File: src/rtl/app_cmd_pkg.sv
// Shared opcodes, FSM state encoding and the LFSR byte-step function for app_cmd_engine.
package app_cmd_pkg;

  localparam logic [7:0] OP_WAIT      = 8'h01;
  localparam logic [7:0] OP_ADDR      = 8'h02;
  localparam logic [7:0] OP_MEM_READ  = 8'h03;
  localparam logic [7:0] OP_MEM_WRITE = 8'h04;
  localparam logic [7:0] OP_LFSR_SEED = 8'h05;
  localparam logic [7:0] OP_LFSR_IN   = 8'h06;
  localparam logic [7:0] OP_LFSR_OUT  = 8'h07;

  typedef enum logic [2:0] {
    S_IDLE, S_ARGS, S_MEM_RD, S_MEM_WR, S_LFSR_IN, S_LFSR_OUT, S_STATUS, S_GAP
  } state_e;

  // States in which the engine takes bytes from the host.
  function automatic logic accepts_out(input state_e s);
    return s inside {S_IDLE, S_ARGS, S_MEM_WR, S_LFSR_OUT};
  endfunction

  // Eight Galois steps; callers zero-extend state and mask (width up to 64).
  function automatic logic [63:0] lfsr_step8(input logic [63:0] s, input logic [63:0] poly);
    logic [63:0] v;
    v = s;
    for (int i = 0; i < 8; i++) begin
      v = (v >> 1) ^ (v[0] ? poly : 64'd0);
    end
    return v;
  endfunction

endpackage

File: src/rtl/app_cmd_engine_lfsr.sv
// One LFSR channel: seed load, byte-wide step on enable, low byte as output.
module app_lfsr
  import app_cmd_pkg::*;
#(
  parameter int             W    = 24,
  parameter logic [W-1:0]   POLY = '0
) (
  input  logic         clk_i,
  input  logic         rst_i,
  input  logic         seed_ld_i,
  input  logic [W-1:0] seed_i,
  input  logic         step_i,
  output logic [7:0]   byte_o
);

  logic [W-1:0] state_q;
  logic [63:0]  step_full;

  assign step_full = lfsr_step8(64'(state_q), 64'(POLY));
  assign byte_o    = state_q[7:0];

  // Upper bits of the wide step result are always zero for W < 64.
  if (W < 64) begin : g_hi
    logic unused_hi;
    assign unused_hi = ^step_full[63:W];
  end

  always_ff @(posedge clk_i) begin
    if (rst_i) begin
      state_q <= '0;
    end else if (seed_ld_i) begin
      state_q <= seed_i;
    end else if (step_i) begin
      state_q <= step_full[W-1:0];
    end
  end

endmodule

File: src/rtl/app_cmd_engine.sv
// Byte-stream command engine: argument shifter, memory port, LFSR generators/checkers.
module app_cmd_engine
  import app_cmd_pkg::*;
#(
  parameter int                 ADDR_BYTES = 3,
  parameter int                 LEN_BYTES  = 3,
  parameter int                 LFSR_CH    = 2,
  parameter int                 LFSR_W     = 24,
  parameter logic [LFSR_W-1:0]  LFSR_POLY  = 24'hE10000
) (
  input  logic                    clk_i,
  input  logic                    rst_i,
  input  logic [7:0]              out_data_i,
  input  logic                    out_valid_i,
  output logic                    out_ready_o,
  output logic [7:0]              in_data_o,
  output logic                    in_valid_o,
  input  logic                    in_ready_i,
  output logic [8*ADDR_BYTES-1:0] mem_addr_o,
  output logic                    mem_rd_o,
  input  logic [7:0]              mem_rdata_i,
  output logic                    mem_wr_o,
  output logic [7:0]              mem_wdata_o,
  output logic                    err_o,
  output logic                    busy_o
);

  localparam int AW    = 8 * ADDR_BYTES;
  localparam int LW    = 8 * LEN_BYTES;
  localparam int SB    = LFSR_W / 8;
  localparam int MAXB0 = (ADDR_BYTES > LEN_BYTES) ? ADDR_BYTES : LEN_BYTES;
  localparam int MAXB  = (MAXB0 > SB) ? MAXB0 : SB;

  state_e              state_q, ret_q;
  logic [7:0]          op_q, arg_idx_q, arg_left_q, wait_q, gap_q, ch_q, cnt_q;
  logic [7:0]          in_data_q, mem_wdata_q;
  logic [8*MAXB-1:0]   arg_q, arg_m;
  logic [AW-1:0]       addr_q;
  logic [LW-1:0]       len_q;
  logic                out_ready_q, in_valid_q, mem_rd_q, rd_pend_q, mem_wr_q, err_q;

  logic                out_hs, in_hs, has_ch, arg_last, ch_ok, known, mis;
  logic                seed_ld_any, step_any;
  logic [7:0]          pos, nargs, gen_byte, cnt_next;
  logic [7:0]          lfsr_byte [LFSR_CH];

  // Ready is forced low while reset is held so no byte is taken during reset.
  assign out_ready_o = out_ready_q & ~rst_i;
  assign in_data_o   = in_data_q;
  assign in_valid_o  = in_valid_q;
  assign mem_addr_o  = addr_q;
  assign mem_rd_o    = mem_rd_q;
  assign mem_wr_o    = mem_wr_q;
  assign mem_wdata_o = mem_wdata_q;
  assign err_o       = err_q;
  assign busy_o      = (state_q != S_IDLE);

  assign out_hs   = out_valid_i & out_ready_o;
  assign in_hs    = in_valid_q & in_ready_i;
  assign has_ch   = op_q inside {OP_LFSR_SEED, OP_LFSR_IN, OP_LFSR_OUT};
  assign arg_last = (arg_left_q == 8'd1);
  assign ch_ok    = (ch_q < 8'(LFSR_CH));
  assign pos      = arg_idx_q - {7'd0, has_ch};

  assign seed_ld_any = (state_q == S_ARGS) && out_hs && arg_last && (op_q == OP_LFSR_SEED) && ch_ok;
  assign step_any    = ((state_q == S_LFSR_IN) && in_hs) || ((state_q == S_LFSR_OUT) && out_hs);

  always_comb begin
    arg_m = arg_q;
    for (int b = 0; b < MAXB; b++) begin
      if (pos == 8'(b)) arg_m[8*b +: 8] = out_data_i;
    end
    gen_byte = 8'd0;
    for (int i = 0; i < LFSR_CH; i++) begin
      if (ch_q == 8'(i)) gen_byte = lfsr_byte[i];
    end
    mis      = ch_ok && (out_data_i != gen_byte);
    cnt_next = (cnt_q == 8'hFF) ? 8'hFF : cnt_q + {7'd0, mis};
  end

  always_comb begin
    known = 1'b1;
    nargs = 8'd0;
    case (out_data_i)
      OP_WAIT:                  nargs = 8'd1;
      OP_ADDR:                  nargs = 8'(ADDR_BYTES);
      OP_MEM_READ, OP_MEM_WRITE: nargs = 8'(LEN_BYTES);
      OP_LFSR_SEED:             nargs = 8'(1 + SB);
      OP_LFSR_IN, OP_LFSR_OUT:  nargs = 8'(1 + LEN_BYTES);
      default:                  known = 1'b0;
    endcase
  end

  for (genvar gi = 0; gi < LFSR_CH; gi++) begin : g_ch
    app_lfsr #(.W(LFSR_W), .POLY(LFSR_POLY)) u_lfsr (
      .clk_i     (clk_i),
      .rst_i     (rst_i),
      .seed_ld_i (seed_ld_any && (ch_q == 8'(gi))),
      .seed_i    (arg_m[LFSR_W-1:0]),
      .step_i    (step_any && (ch_q == 8'(gi))),
      .byte_o    (lfsr_byte[gi])
    );
  end

  always_ff @(posedge clk_i) begin
    if (rst_i) begin
      state_q <= S_IDLE;  ret_q <= S_IDLE;
      op_q <= '0;  arg_idx_q <= '0;  arg_left_q <= '0;  arg_q <= '0;
      wait_q <= '0;  gap_q <= '0;  ch_q <= '0;  cnt_q <= '0;
      in_data_q <= '0;  mem_wdata_q <= '0;  addr_q <= '0;  len_q <= '0;
      out_ready_q <= 1'b1;  in_valid_q <= 1'b0;  mem_rd_q <= 1'b0;
      rd_pend_q <= 1'b0;  mem_wr_q <= 1'b0;  err_q <= 1'b0;
    end else begin
      mem_rd_q <= 1'b0;
      mem_wr_q <= 1'b0;
      // Address advances the cycle after each write pulse so the pulse shows its own address.
      if (mem_wr_q) addr_q <= addr_q + AW'(1);
      case (state_q)
        S_IDLE: begin
          if (out_hs) begin
            if (known) begin
              op_q <= out_data_i;  arg_left_q <= nargs;  arg_idx_q <= '0;  arg_q <= '0;
              state_q <= S_ARGS;
            end else begin
              err_q <= 1'b1;
            end
          end
        end
        S_ARGS: begin
          if (out_hs) begin
            arg_q <= arg_m;
            arg_idx_q <= arg_idx_q + 8'd1;
            arg_left_q <= arg_left_q - 8'd1;
            if (has_ch && arg_idx_q == 8'd0) ch_q <= out_data_i;
            if (arg_last) begin
              state_q <= S_IDLE;
              out_ready_q <= accepts_out(S_IDLE);
              case (op_q)
                OP_WAIT: wait_q <= arg_m[7:0];
                OP_ADDR: addr_q <= arg_m[AW-1:0];
                OP_MEM_READ: begin
                  len_q <= arg_m[LW-1:0];  state_q <= S_MEM_RD;  mem_rd_q <= 1'b1;
                  out_ready_q <= accepts_out(S_MEM_RD);
                end
                OP_MEM_WRITE: begin
                  len_q <= arg_m[LW-1:0];  state_q <= S_MEM_WR;
                  out_ready_q <= accepts_out(S_MEM_WR);
                end
                OP_LFSR_SEED: if (!ch_ok) err_q <= 1'b1;
                OP_LFSR_IN: begin
                  len_q <= arg_m[LW-1:0];  state_q <= S_LFSR_IN;  in_valid_q <= 1'b0;
                  out_ready_q <= accepts_out(S_LFSR_IN);
                  if (!ch_ok) err_q <= 1'b1;
                end
                OP_LFSR_OUT: begin
                  len_q <= arg_m[LW-1:0];  state_q <= S_LFSR_OUT;  cnt_q <= '0;
                  out_ready_q <= accepts_out(S_LFSR_OUT);
                  if (!ch_ok) err_q <= 1'b1;
                end
                default: ;
              endcase
            end
          end
        end
        S_MEM_RD: begin
          if (mem_rd_q) begin
            rd_pend_q <= 1'b1;
          end else if (rd_pend_q) begin
            rd_pend_q <= 1'b0;  in_data_q <= mem_rdata_i;  in_valid_q <= 1'b1;
          end else if (in_hs) begin
            in_valid_q <= 1'b0;
            addr_q <= addr_q + AW'(1);
            if (len_q == '0) begin
              state_q <= S_IDLE;  out_ready_q <= accepts_out(S_IDLE);
            end else begin
              len_q <= len_q - LW'(1);
              if (wait_q != 8'd0) begin
                state_q <= S_GAP;  gap_q <= wait_q;  ret_q <= S_MEM_RD;
              end else begin
                mem_rd_q <= 1'b1;
              end
            end
          end
        end
        S_MEM_WR: begin
          if (out_hs) begin
            mem_wr_q <= 1'b1;  mem_wdata_q <= out_data_i;
            if (len_q == '0) state_q <= S_IDLE;
            else             len_q <= len_q - LW'(1);
          end
        end
        S_LFSR_IN: begin
          if (!in_valid_q) begin
            in_data_q <= gen_byte;  in_valid_q <= 1'b1;
          end else if (in_hs) begin
            in_valid_q <= 1'b0;
            if (len_q == '0) begin
              state_q <= S_IDLE;  out_ready_q <= accepts_out(S_IDLE);
            end else begin
              len_q <= len_q - LW'(1);
              if (wait_q != 8'd0) begin
                state_q <= S_GAP;  gap_q <= wait_q;  ret_q <= S_LFSR_IN;
              end
            end
          end
        end
        S_LFSR_OUT: begin
          if (out_hs) begin
            cnt_q <= cnt_next;
            if (len_q == '0) begin
              state_q <= S_STATUS;  out_ready_q <= accepts_out(S_STATUS);
              in_data_q <= cnt_next;  in_valid_q <= 1'b1;
            end else begin
              len_q <= len_q - LW'(1);
            end
          end
        end
        S_STATUS: begin
          if (in_hs) begin
            in_valid_q <= 1'b0;  state_q <= S_IDLE;  out_ready_q <= accepts_out(S_IDLE);
          end
        end
        S_GAP: begin
          if (gap_q <= 8'd1) begin
            state_q <= ret_q;
            if (ret_q == S_MEM_RD) mem_rd_q <= 1'b1;
          end else begin
            gap_q <= gap_q - 8'd1;
          end
        end
        default: begin
          state_q <= S_IDLE;  out_ready_q <= accepts_out(S_IDLE);
        end
      endcase
    end
  end

endmodule

File: config.mk
export PLATFORM = sky130hd
export DESIGN_NAME = app_cmd_engine
export DESIGN_NICKNAME = d
export VERILOG_FILES = /design/src/rtl/app_cmd_pkg.sv /design/src/rtl/app_cmd_engine_lfsr.sv /design/src/rtl/app_cmd_engine.sv
export SDC_FILE = /design/constraint.sdc
export NUM_CORES = 1
export LEC_CHECK = 0
export CAP_MARGIN = 40
export CORE_ASPECT_RATIO = 1.25
export CORE_MARGIN = 3
export CORE_UTILIZATION = 50
export DETAILED_ROUTE_END_ITERATION = 16
export PLACE_DENSITY = 0.69
export SLEW_MARGIN = 20
export SYNTH_ARGS = -nofsm -noshare
export SYNTH_HDL_FRONTEND = slang
export SYNTH_SLANG_ARGS = --single-unit
File: constraint.sdc
create_clock -name clk_i -period 7.4 [get_ports clk_i]
set_input_delay 2.22 -clock clk_i [delete_from_list [all_inputs] [get_ports clk_i]]
set_output_delay 2.22 -clock clk_i [all_outputs]
set_load 0.02 [all_outputs]
* After elaboration in Yosys (flattened, before gate mapping) *
Index checks and enable logic that the tools add are counted.

word-level totals
  register bits = 204
  output and inout port bits = 46
  logic and storage cells = 309

operators by class
  $add $sub $neg = 7
  magnitude comparators = 2
  equal/unequal tests = 57
  muxes and demuxes = 148
  bitwise operators = 21
  reductions and logical operators = 52

operators with widths
  kind                                           count
  2-to-1 mux 24 bit                              39
  2-to-1 mux 8 bit                               28
  case mux 24 bit (2 select lines)               2
  case mux 24 bit (4 select lines)               1
  2-to-1 mux 3 bit                               25
  == test 8 x 3 -> 1 bit, second input constant  8
  bitwise XOR 23 x 31 -> 31 bit                  2
  bitwise XOR 30 bit                             2
  bitwise XOR 29 bit                             2
  bitwise XOR 28 bit                             2
  bitwise XOR 27 bit                             2
  inequality test 2 bit, second input constant   26
  bitwise XOR 26 bit                             2
  bitwise XOR 25 bit                             2
  case mux 8 bit (2 select lines)                3
  case mux 8 bit (3 select lines)                2
  bitwise XOR 24 bit                             2
  == test 8 x 1 -> 1 bit, second input constant  5
  == test 8 x 2 -> 1 bit, second input constant  5
  2-to-1 mux 1 bit                               40
  adder 24 x 1 -> 24 bit, second input constant  1
  logical NOT 24 bit                             1
  logical NOT 8 bit                              3
  case mux 3 bit (8 select lines)                1
  other kinds (43)                               81

* Logic depth before layout (Yosys ltp) *
  word-level depth = 18
  gate-level depth with buffers = 16

* Hierarchy *
A second synthesis with hierarchy kept.

unflattened totals
  cell total of the unflattened synthesis = 1562
  area total of the unflattened synthesis = 12602.1 um^2

modules (own cells, without submodules)
  module          times used  cells each  area an instance (um^2)  sequential area each (um^2)
  app_cmd_engine  1           1238        9744.3                   3103.0
  app_lfsr        2           162         1428.9                   480.5

* Least setup slack after synthesis *
No wires, ideal clock.

  path kind = input port to output port
  from = in rst_i
  to = out out_ready_o
  data arrival time = 3.153 ns
  required time = 5.180 ns
  slack = 2.027 ns
  stages = 4
  path buffers = 3
  cells stage by stage = clkbuf_1 -> clkbuf_1 -> clkbuf_1 -> nor2b_1

on the way
  cells in the longest elaborated chain, start to end = 2

ends and longest elaborated chain
  item             line                  source
  start, declared  app_cmd_engine.sv:12  input logic rst_i,
  inverter 1 bit   app_cmd_engine.sv:48  assign out_ready_o = out_ready_q & ~rst_i;
  AND 1 bit        app_cmd_engine.sv:48
  end, declared    app_cmd_engine.sv:15  output logic out_ready_o,

No other way between the ends.

* Worst setup path in the final report *
Same ends and word-level chain as after synthesis.

==> qor.csv <==
stage;metric;value;unit
min_path;hold_path_class;flip-flop to flip-flop;
drt;post_drt_via_cell_ratio;6.24;
critical_path;cp_top_family;buffers and inverters;
critical_path;critPathSlowestCell;clkdlybuf4s50_1;
place;dpl_cell_area;12000;µm²
floorplan;core;21700;µm²
grt;grt_pass1_wl;54600;µm
drt;wl_per_cell;20.7;µm
floorplan;fp.dieW;140;µm
synth;synth_nets;1389;
critical_path;cp-startpoint;rst_i;
critical_path;cp.required;5180;ps
timing;worstMarginPinSlew;858;ps
grt;grt_use_total;0.276;
timing;rsz0062_at_grt;no;
place;gp_congestion;0.946;
cts;hold_buffers;0;
cts;tritoncts;yes;
critical_path;crit_type;input pin to output port;
critical_path;end_kind;output port;
timing;max_freq;190;MHz
synth;async_reset_ff_frac;0;
critical_path;worst_setup_path_start_kind;input pin;
critical_path;max_stage_delay;610;ps
critical_path;rr_startpoint;op_q[3];
timing;drv_slew;0;
cts;clock-sinks;203;
finish;seq_area;4060;µm²
cts;post_cts_resized;0;
cts;clk_pin_slew;60;ps
synth;synthFlopType;dfxtp_1;
synth;syn_area;11100;µm²
pwr;powerDensity;191;nW/µm²
cts;post_cts.repair.setup_buffers;0;
pwr;finalPower;2.46;mW
timing;finalCritPeriodShare;0.711;
synth;synth.area.top_cells;dfxtp_1, nor2_1, xnor2_1, mux2i_1, a21oi_1;
floorplan;io_pins;66;
cts;numCtsBuffers;23;
grt;grt_max_degree;46;
drt;drc;0;
floorplan;initial_core_util;0.513;
synth;synth-edff-count;0;
critical_path;worst-path-buf-inv;2;
drt;detail_route.wirelength;34700;µm
synth;yosysWarnings;0;
run_status;status;finished clean;
pwr;p_leak;4.66;nW
drt;antenna_left;0;
timing;max_slew_margin;0.416;
floorplan;die_y;173;µm
run;maxCapViolations;0;
synth;synth.largest_area_cell;dfxtp_1;
timing;final.setup.tns;0;ps
critical_path;arrival;3040;ps
synth;synth_top_area_frac;0.365;
timing;hold_violations;0;
finish;antenna_cells;0;
synth;avgSynthCellArea;8.21;µm²
finish;final_cell_area;12800;µm²
timing;holdWs;453;ps
floorplan;die-area;24100;µm²
pwr;peakVddDrop;0.193;mV
grt;antenna_found_initial;0;
finish;nFillCells;1984;
grt;grt-ovfl-total;0;
critical_path;crit_fanout;3;
synth;synthCells;1357;
drt;vias;10430;
synth;ys_ff_latch;203;
min_path;worstHoldStart;arg_q[13];
synth;ys_seq_area_frac;0.365;
finish;area_delta_synth_final;15.3;%
timing;fin_skew;10.0;ps
place;numPortBuffers;65;
floorplan;fp-row-count;60;
drt;dr.pass1.iters;6;
place;dp_hpwl;24200;µm
cts;clockRootBuffer;clkbuf_16;
cts;clockBufferDepth;3;
finish;final_nets;1408;
grt;grt_pass1_vias;9700;
cts;clock_latency;520;ps
cts;htree_levels;1;
synth;yosysUniqueCellTypes;85;
timing;setup_viol;0;
critical_path;path_cells;buf_4 > nor2b_1 > clkdlybuf4s50_1;
timing;min_period;5260;ps
finish;multiInputGateArea;6560;µm²
finish;drive_gt1_frac;0.0948;
drt;drt_iter0_markers;803;
layout make-up:
type / count / area share
clock buffers: 27 / 0.0491
clock inverters: 15 / 0.0170
inverters: 23 / 0.00672
multi-input cells: 1025 / 0.511
flip-flops and latches: 203 / 0.316
well taps: 279 / 0.0272
repair buffers: 100 / 0.0728
final timing paths:
| kind | to | slack [ps] | cells after the start |
|---|---|---|---|
| worst min register to register | arg_q[13] | 450 | 2 |
| worst max-delay path | out_ready_o | 2140 | 3 |
| worst min-delay path | arg_q[13] | 450 | 2 |
| worst max register to register | g_ch[1].u_lfsr.state_q[20] | 3000 | 13 |
worst register-to-register path, cell delays in order (launching register included):
cell and delay [ps]:
dfxtp_1 320, nor4_2 440, nand3_1 240, nor2_1 330, ha_1 240, ha_1 190
nor3b_1 240, xnor2_1 170, nand4_2 190, or4b_1 770, mux2i_1 580, buf_4 260
nor2_1 60, o221a_2 260
cells by family after synthesis:
kind of cell | synth area share
mux | 0.0611
buf+inv | 0.0485
simple gates | 0.229
fa+ha+maj | 0.0135
compound gates | 0.214
xor+xnor | 0.0692
flops | 0.365
metal layers:
layer | vias up | part of all wire | global-route usage
met5 | - | 0 | 0
met4 | 0 | 0.051 | 0.126
met3 | 106 | 0.054 | 0.0307
met2 | 373 | 0.47 | 0.454
met1 | 4982 | 0.43 | 0.364
li1 | 4969 | - | -
report_power, final:
group | switching (mW) | internal [mW] | total, mW
Combinational | 0.0519 | 0.0255 | 0.0774
Sequential | 0.000903 | 1.09 | 1.09
Clock | 0.496 | 0.788 | 1.28
Total | 0.549 | 1.91 | 2.46
synthesized netlist by cell type, drive strengths merged (9+ instances only):
library cell	number
a211oi	39
a21oi	93
a221oi	9
a31oi	11
and3	21
buf	21
clkbuf	85
dfxtp	203
ha	12
inv	23
mux2	15
mux2i	50
nand2	121
nand2b	11
nand3	42
nand4	14
nor2	164
nor3	41
nor3b	10
nor4	17
o211ai	24
o21ai	78
o221ai	19
or2	10
or3	11
or4	10
xnor2	57
xor2	31
metrics by stage:
stage	utilization	setup WS [ps]	instances
after global placement	0.547	1930	1618
after global routing	0.592	2080	1672
final	0.592	2140	1672
after detailed placement	0.552	1820	1628
after floorplan	-	2030	1357
after CTS	0.591	2130	1670
state kept, by name, summed over array words and instances, names as in the netlist:
| name | cells |
|---|---|
| arg_idx_q | 8 |
| arg_left_q | 8 |
| arg_q | 24 |
| ch_q | 8 |
| cnt_q | 8 |
| err_o | 1 |
| g_ch.u_lfsr.state_q | 48 |
| gap_q | 8 |
| in_data_o | 8 |
| in_valid_o | 1 |
| len_q | 24 |
| mem_addr_o | 24 |
| mem_rd_o | 1 |
| mem_wdata_o | 8 |
| mem_wr_o | 1 |
| op_q | 8 |
| out_ready_q | 1 |
| rd_pend_q | 1 |
| ret_q | 2 |
| state_q | 3 |
| wait_q | 8 |
cell usage in the layout (no fill, tap or decap), types with 8 or more instances in the layout:
| cell type | synthesis | final |
|---|---|---|
| dfxtp_1 | 203 | 203 |
| nor2_1 | 163 | 163 |
| a31oi_1 | 11 | 11 |
| xnor2_1 | 57 | 57 |
| clkdlybuf4s50_1 | 0 | 64 |
| mux2i_1 | 49 | 48 |
| nand3_1 | 41 | 41 |
| ha_1 | 12 | 12 |
| o21ai_0 | 74 | 74 |
| and3_1 | 21 | 21 |
| buf_4 | 4 | 33 |
| nand2_1 | 121 | 121 |
| inv_1 | 23 | 23 |
| a32oi_1 | 8 | 8 |
| mux2_2 | 13 | 13 |
| or4_1 | 9 | 9 |
| a221oi_1 | 9 | 9 |
| or3_1 | 11 | 11 |
| clkbuf_16 | 0 | 23 |
| o221ai_1 | 19 | 19 |
| xor2_1 | 31 | 31 |
| o211ai_1 | 24 | 24 |
| nor4_1 | 10 | 10 |
| nand2b_1 | 11 | 11 |
| nor3_1 | 36 | 34 |
| a211oi_1 | 39 | 39 |
| nor3b_1 | 10 | 10 |
| nand4_1 | 13 | 13 |
| a21oi_1 | 92 | 92 |
No activity file was read; power rests on OpenSTA's default activity.
